$ cat config.mk
export PLATFORM = sky130hd
export DESIGN_NAME = keypad_controller
export DESIGN_NICKNAME = d
export VERILOG_FILES = /design/src/rtl/keypad_controller.sv
export SDC_FILE = /design/constraint.sdc
export NUM_CORES = 1
export LEC_CHECK = 0
export ABC_AREA = 1
export CAP_MARGIN = 20
export CORE_MARGIN = 2
export CORE_UTILIZATION = 53
export CTS_CLUSTER_DIAMETER = 80
export DETAILED_ROUTE_END_ITERATION = 8
export GPL_TIMING_DRIVEN = 0
export PLACE_DENSITY = 0.77
export SYNTH_ARGS = -nofsm -noshare
export SYNTH_HDL_FRONTEND = slang
export SYNTH_SLANG_ARGS = --single-unit
$ cat constraint.sdc
create_clock -name clk -period 2 [get_ports clk]
set_input_delay 0.4 -clock clk [delete_from_list [all_inputs] [get_ports clk]]
set_output_delay 0.4 -clock clk [all_outputs]
set_load 0.005 [all_outputs]
$ cat src/rtl/keypad_controller.sv
// Purpose : 10-key decimal keypad front end: 2-flop sync, priority encode, debounce, load strobe.
// Latency : key stable from edge k -> loadn low after edge k+2+DB_CYCLES (k+3 without debounce).
// Backpres: none; enablen=1 parks the FSM in IDLE (loadn=1, pgt=0, out holds).
// Option  : define KEYPAD_DEBOUNCE_EN to enable DB_CYCLES press/release debounce counting.
module keypad_controller #(
    parameter int DB_CYCLES = 3
) (
    input  logic       clk,
    input  logic       resetn,
    input  logic [9:0] keypad,
    input  logic       enablen,
    output logic [3:0] out,
    output logic       loadn,
    output logic       pgt
);

    // Counter wide enough for DB_CYCLES (1..15).
    localparam int CW = $clog2(DB_CYCLES + 1);

`ifdef KEYPAD_DEBOUNCE_EN
    localparam logic [CW-1:0] DB_LIMIT = CW'(DB_CYCLES);
`else
    // A limit of one makes PRESS_DB/REL_DB single-cycle qualification states.
    localparam logic [CW-1:0] DB_LIMIT = CW'(1);
`endif

    typedef enum logic [2:0] {
        S_IDLE,
        S_PRESS_DB,
        S_LOAD,
        S_HOLD,
        S_REL_DB
    } state_t;

    logic [9:0]    r_sync1;
    logic [9:0]    r_sync2;
    state_t        r_state;
    state_t        w_state_nxt;
    logic [CW-1:0] r_cnt;
    logic [CW-1:0] w_cnt_nxt;
    logic [3:0]    r_cand;
    logic [3:0]    w_cand_nxt;
    logic [3:0]    w_code;
    logic          w_valid;
    logic [3:0]    r_out;
    logic          r_loadn;
    logic          r_pgt;

    // Two-flop synchronizer for the asynchronous key inputs.
    always_ff @(posedge clk or negedge resetn) begin
        if (!resetn) begin
            r_sync1 <= '0;
            r_sync2 <= '0;
        end else begin
            r_sync1 <= keypad;
            r_sync2 <= r_sync1;
        end
    end

    // Priority encoder: highest pressed digit wins.
    always_comb begin
        w_code = 4'd0;
        for (int i = 0; i < 10; i++) begin
            if (r_sync2[i]) begin
                w_code = 4'(i);
            end
        end
        w_valid = |r_sync2;
    end

    // Next-state logic: debounce press, single load cycle, hold, debounce release.
    always_comb begin
        w_state_nxt = r_state;
        w_cnt_nxt   = r_cnt;
        w_cand_nxt  = r_cand;
        case (r_state)
            S_IDLE: begin
                if (w_valid) begin
                    w_state_nxt = S_PRESS_DB;
                    w_cand_nxt  = w_code;
                    w_cnt_nxt   = CW'(1);
                end
            end
            S_PRESS_DB: begin
                // A release or a different key throws the candidate away.
                if (!w_valid || (w_code != r_cand)) begin
                    w_state_nxt = S_IDLE;
                end else if (r_cnt == DB_LIMIT) begin
                    w_state_nxt = S_LOAD;
                end else begin
                    w_cnt_nxt = r_cnt + CW'(1);
                end
            end
            S_LOAD: begin
                w_state_nxt = S_HOLD;
            end
            S_HOLD: begin
                // Code changes while held are ignored; only a full release matters.
                if (!w_valid) begin
                    w_state_nxt = S_REL_DB;
                    w_cnt_nxt   = CW'(1);
                end
            end
            S_REL_DB: begin
                if (w_valid) begin
                    w_state_nxt = S_HOLD;
                end else if (r_cnt == DB_LIMIT) begin
                    w_state_nxt = S_IDLE;
                end else begin
                    w_cnt_nxt = r_cnt + CW'(1);
                end
            end
            default: begin
                w_state_nxt = S_IDLE;
            end
        endcase
        // Disabled block is parked in IDLE; synchronizer keeps running.
        if (enablen) begin
            w_state_nxt = S_IDLE;
        end
    end

    // FSM state, debounce counter and candidate code registers.
    always_ff @(posedge clk or negedge resetn) begin
        if (!resetn) begin
            r_state <= S_IDLE;
            r_cnt   <= '0;
            r_cand  <= 4'd0;
        end else begin
            r_state <= w_state_nxt;
            r_cnt   <= w_cnt_nxt;
            r_cand  <= w_cand_nxt;
        end
    end

    // Outputs registered from the next state so they line up with the state they describe.
    always_ff @(posedge clk or negedge resetn) begin
        if (!resetn) begin
            r_out   <= 4'd0;
            r_loadn <= 1'b1;
            r_pgt   <= 1'b0;
        end else begin
            r_loadn <= (w_state_nxt != S_LOAD);
            r_pgt   <= (w_state_nxt == S_LOAD) || (w_state_nxt == S_HOLD) ||
                       (w_state_nxt == S_REL_DB);
            if (w_state_nxt == S_LOAD) begin
                r_out <= r_cand;
            end
        end
    end

    assign out   = r_out;
    assign loadn = r_loadn;
    assign pgt   = r_pgt;

endmodule

; ---- Yosys cells after proc, flatten, opt, wreduce, memory -nomap -nowiden
; Cells that the tools add are included.
[word_totals]
reg_bits = 35
inputBits = 13
out_inout_bits = 6
[classes]
eq_ne = 14
mux = 23
add_sub_neg = 1
reduce_logical = 9
[op_table]
columns = op, n
row1 = 4-bit two-way mux, 6
row2 = 3-bit two-way mux, 7
row3 = 3-bit one-hot mux with 5 select lines, 1
row4 = 2-bit two-way mux, 7
row5 = "3-bit by 2-bit equality test with 1-bit output, second input constant", 4
row6 = 10-bit OR reduction, 1
row7 = "2-bit inequality test, second input constant", 4
row8 = 2-bit one-hot mux with 4 select lines, 1
row9 = "3-bit equality test, second input constant", 2
row10 = 5-bit AND reduction, 1
row11 = 4-bit inequality test, 1
row12 = 4-bit nonzero test, 1
row13 = "3-bit by 1-bit equality test with 1-bit output, second input constant", 1
row14 = 3-bit zero test, 1
row15 = 1-bit logical OR, 3
row16 = "3-bit by 2-bit inequality test with 1-bit output, second input constant", 1
row17 = "2-bit by 1-bit adder with 2-bit output, second input constant", 1
row18 = "2-bit by 1-bit equality test with 1-bit output, second input constant", 1
row19 = 2-bit AND reduction, 1
row20 = 1-bit zero test, 1
row21 = 1-bit two-way mux, 1

; ---- Longest topological paths before layout
[depth]
word_depth = 17
mapped_depth = 16
ltp_nobuf = 16

; ---- Worst setup path before layout
; No wires, ideal clock.
[synth_path]
kind = reg-to-reg
start = register r_sync2[7]
end = register r_out[2], in the netlist out[2]
path_stages_with_launch = 13
arrival_ns = 1.401
period_less_slack_ns = 1.518
path_slack_ns = 0.482
t_required_ns = 1.883
setup_time_ns = 0.117
path_cell_list = dfrtp_1 > nor2_2 > nand3_2 > nand2_1 > nor2_1 > nor2_2 > nand2_2 > nor2_4 > nand4_2 > nand2_4 > nand3_4 > nand2_1 > nand2_1
[synth_via]
elab_chain_cells = 9
[synth_lines]
columns = element, line
row1 = start: declaration, 36  ; logic [9:0] r_sync2;
row2 = start signal: assignment, 56  ; r_sync2 <= r_sync1;
row3 = 4-bit two-way mux (3 in a row), 64  ; if (r_sync2[i]) begin
row4 = 4-bit inequality test, 86  ; if (!w_valid || (w_code != r_cand)) begin
row5 = 1-bit logical OR, 86
row6 = 3-bit two-way mux, 86
row7 = 3-bit one-hot mux with 5 select lines *, 76  ; case (r_state)
row8 = 3-bit two-way mux *, 118  ; if (enablen) begin
row9 = 3-bit by 2-bit equality test with 1-bit output *, 146  ; if (w_state_nxt == S_LOAD) begin
row10 = end signal: assignment, 147  ; r_out <= r_cand;
row11 = end: declaration, 45  ; logic [3:0] r_out;
; Mark *: on every way between the ends. The rest lies on a longest branch, timed or not.
; A chain may end at the register's enable or synchronous reset.

; ---- Worst setup path in the final report
[layout_path]
start = register r_loadn, in the netlist loadn
end = output port loadn
[layout_lines]
columns = element, line
row1 = start: declaration, 46  ; logic r_loadn;
row2 = start signal: assignment, 143  ; r_loadn <= (w_state_nxt != S_LOAD);
row3 = end: declaration, 13  ; output logic loadn,
; No word-level cell between the ends.

==> flow_metrics.py <==
metrics = {
    "run_status": {
        "status": "finished, final reports clean",
    },
    "critical_path": {
        "crit_path_start_kind": "flip-flop",
        "endpoint_kind": "primary output",
        "cp_max_fo": 1,
        "cp.required_ns": 1.60,
        "r2r_end": "out[3]$_DFFE_PN0N_",
        "crit_slowest_cell": "dfstp_2",
        "arrival_ns": 1.35,
        "critPathKind": "flip-flop to primary output",
        "worst-r2r-cell-count": 12,
        "critPathMaxStageDelay_ns": 0.53,
        "path_cells": "clkdlybuf4s50_1",
        "cpLargestDelayFamily": "flip-flops",
        "ff2ff_setup_slack_ns": 0.30,
        "crit_buf_inv": 1,
        "r2r-start": "r_sync2[7]$_DFF_PN0_",
        "critPathLaunch": "loadn$_DFF_PN1_",
    },
    "die": {
        "num_rows": 19,
        "pin_count": 19,
        "die_w_um": 56.5,
        "core_region_area_sq_um": 2690,
        "initial_core_util_pct": 54.3,
        "die_h_um": 56.5,
        "die_area_sq_um": 3190,
    },
    "clock_tree": {
        "cts_setup_buffers": 0,
        "cts.sinks": 35,
        "cts_tree": "built",
        "cts_hold_buf": 0,
        "htree_levels": 2,
        "cts_made_buffers": 5,
        "cts_root_buffer": "clkbuf_4",
        "clk_latency_ns": 0.34,
        "cts-resized-gates": 0,
        "clk_pin_slew_ns": 0.10,
        "clk_path_buf_depth": 2,
    },
    "placement": {
        "dp_slack_ns": 0.294,
        "place_hpwl_um": 1790,
        "place_congestion": 0.793,
        "place_area_sq_um": 1670,
        "place.port_buffers": 18,
    },
    "hold_path": {
        "hp-class": "input port to asynchronous set/reset pin",
    },
    "sta": {
        "finalClockSkew_ns": 0.00663,
        "rsz0062_at_grt": "false",
        "worstMarginPinSlew_ns": 0.722,
        "timing.fmax_ghz": 0.571,
        "hold_viol": 0,
        "fin_ws_ns": 0.250,
        "period_needed_ns": 1.75,
        "setup_violations": 0,
        "min_period_over_period_pct": 87.5,
        "relSlewSlack_pct": 51.9,
        "drv_slew": 0,
    },
    "logic_synthesis": {
        "synth_fa_ha_area_share_pct": 0.858,
        "synthSimpleGateAreaFrac_pct": 26.6,
        "ys_ff_latch": 35,
        "synth_xor_area_share_pct": 0.600,
        "syn_area_per_cell_sq_um": 9.86,
        "synth_compound_area_share_pct": 5.66,
        "yosysWarnings": 0,
        "ys_seq_area_share_pct": 60.1,
        "synth_area_sq_um": 1460,
        "synth_cell_types": 27,
        "synth_mux_area_share_pct": 0,
        "netlist_instances": 148,
        "syn-num-nets": 162,
        "synth_top_family_by_area": "simple AND/OR/NAND/NOR gates",
    },
    "cells_and_area": {
        "nNetsFinal": 187,
        "drive_gt1_share_pct": 17.8,
        "num-fill-cells": 225,
        "seqCellArea_sq_um": 877,
        "fin_util_pct": 64.3,
        "multi_input_area_sq_um": 492,
        "antenna_cells": 0,
        "fin_area_sq_um": 1730,
        "final_cell_mix": "nand2_1, dfrtp_1, inv_1",
        "synthToLayoutAreaGrowth_pct": 18.4,
    },
    "global_route": {
        "grt_pass1_vias": 1081,
        "grt_pass1_wl_um": 4300,
        "antenna_found_initial": 0,
        "overflow": 0,
        "track_usage_pct": 17.9,
        "grt_max_degree": 36,
    },
    "route": {
        "ant_nets": 0,
        "drt_wl_total_um": 2390,
        "via_per_inst": 5.08,
        "drc_errors": 0,
        "drtIter0Drc": 47,
        "firstDrtPassIters": 4,
        "vias": 1041,
        "wire_per_inst_um": 11.7,
    },
    "run": {
        "cap_violations": 0,
    },
    "power_and_ir_drop": {
        "leakage_nw": 0.833,
        "irDropWorstVdd_mv": 0.722,
        "power.density_nw_per_um2": 953,
    },
}
cell families (layout without fill, tap and decap cells):
family                   count (synthesis)  in the layout
AND/OR/NAND/NOR                         72             72
buffers and inverters                   24             50
XOR/XNOR                                 1              1
AO/OA/AOI/OAI                           15             15
flip-flops                              35             35
adder cells (fa/ha/maj)                  1              1
state kept, by name, indices dropped and copies added, names as in the netlist:
name	count
out	4
pgt	1
r_cnt	2
r_cand	4
loadn	1
r_sync2	10
r_sync1	10
r_state	3
final cells by class:
cell class,count,area share (%)
Clock inverter,2,0.725
Clock buffer,6,2.39
Sequential cell,35,50.8
Timing Repair Buffer,18,10.1
Inverter,24,5.22
Multi-Input combinational cell,89,28.5
Tap cell,31,2.25
routing by layer:
metal	track usage, %	share of wire (%)
met4	8.84	2.3
met2	29.9	51
met3	7.37	6.4
met1	19.6	40
met5	0	0
power breakdown:
| group | total [mW] | internal (mW) | switching (mW) |
|---|---|---|---|
| registers | 0.866 | 0.801 | 0.0648 |
| clock network | 0.362 | 0.135 | 0.227 |
| logic | 0.417 | 0.189 | 0.228 |
| total | 1.64 | 1.13 | 0.520 |
worst max-delay path by stage:
stage / to / slack (ns) / cells after the start
final: loadn / 0.25 / 1
after global routing: out[0]$_DFFE_PN0N_ / 0.09 / 12
after CTS: loadn / 0.24 / 1
after detailed placement: out[3]$_DFFE_PN0N_ / 0.29 / 12
after global placement: r_sync1[8]$_DFF_PN0_ / -0.12 / 1
after floorplan: out[2]$_DFFE_PN0N_ / 0.48 / 12
stage by stage:
step	TNS, ns	power, mW	instances	hold slack [ns]
2_1_floorplan	0	1.13	148	0.104
3_3_place_gp	-4.14	1.27	197	0.331
3_5_place_dp	0	1.30	197	0.335
4_1_cts	0	1.66	205	0.133
5_1_grt	0	1.76	205	0.158
6_report	0	1.64	205	0.100
cells in the mapped netlist:
cell type  instances  share of area, %
dfrtp_1           34                58
nand2_1           34               8.7
inv_1             18               4.6
nor2_1            14               3.6
inv_2              6               1.5
o21ai_0            6               2.1
nand4_1            5               2.1
o21ai_1            5               1.7
nor2_4             3               2.3
nand2_4            2               1.5
nand3_1            2              0.69
nand3_2            2               1.4
nand4_2            2               1.7
nor2_2             2              0.86
a211oi_1           1              0.51
a21oi_1            1              0.34
a21oi_2            1              0.60
dfstp_2            1               1.8
ha_1               1              0.86
nand2_2            1              0.43
nand3_4            1               1.2
nand3b_1           1              0.51
nor3_1             1              0.34
nor3_2             1              0.69
o22ai_1            1              0.43
or2_2              1              0.43
xnor2_1            1              0.60
Power figures use the tool's default switching activity.
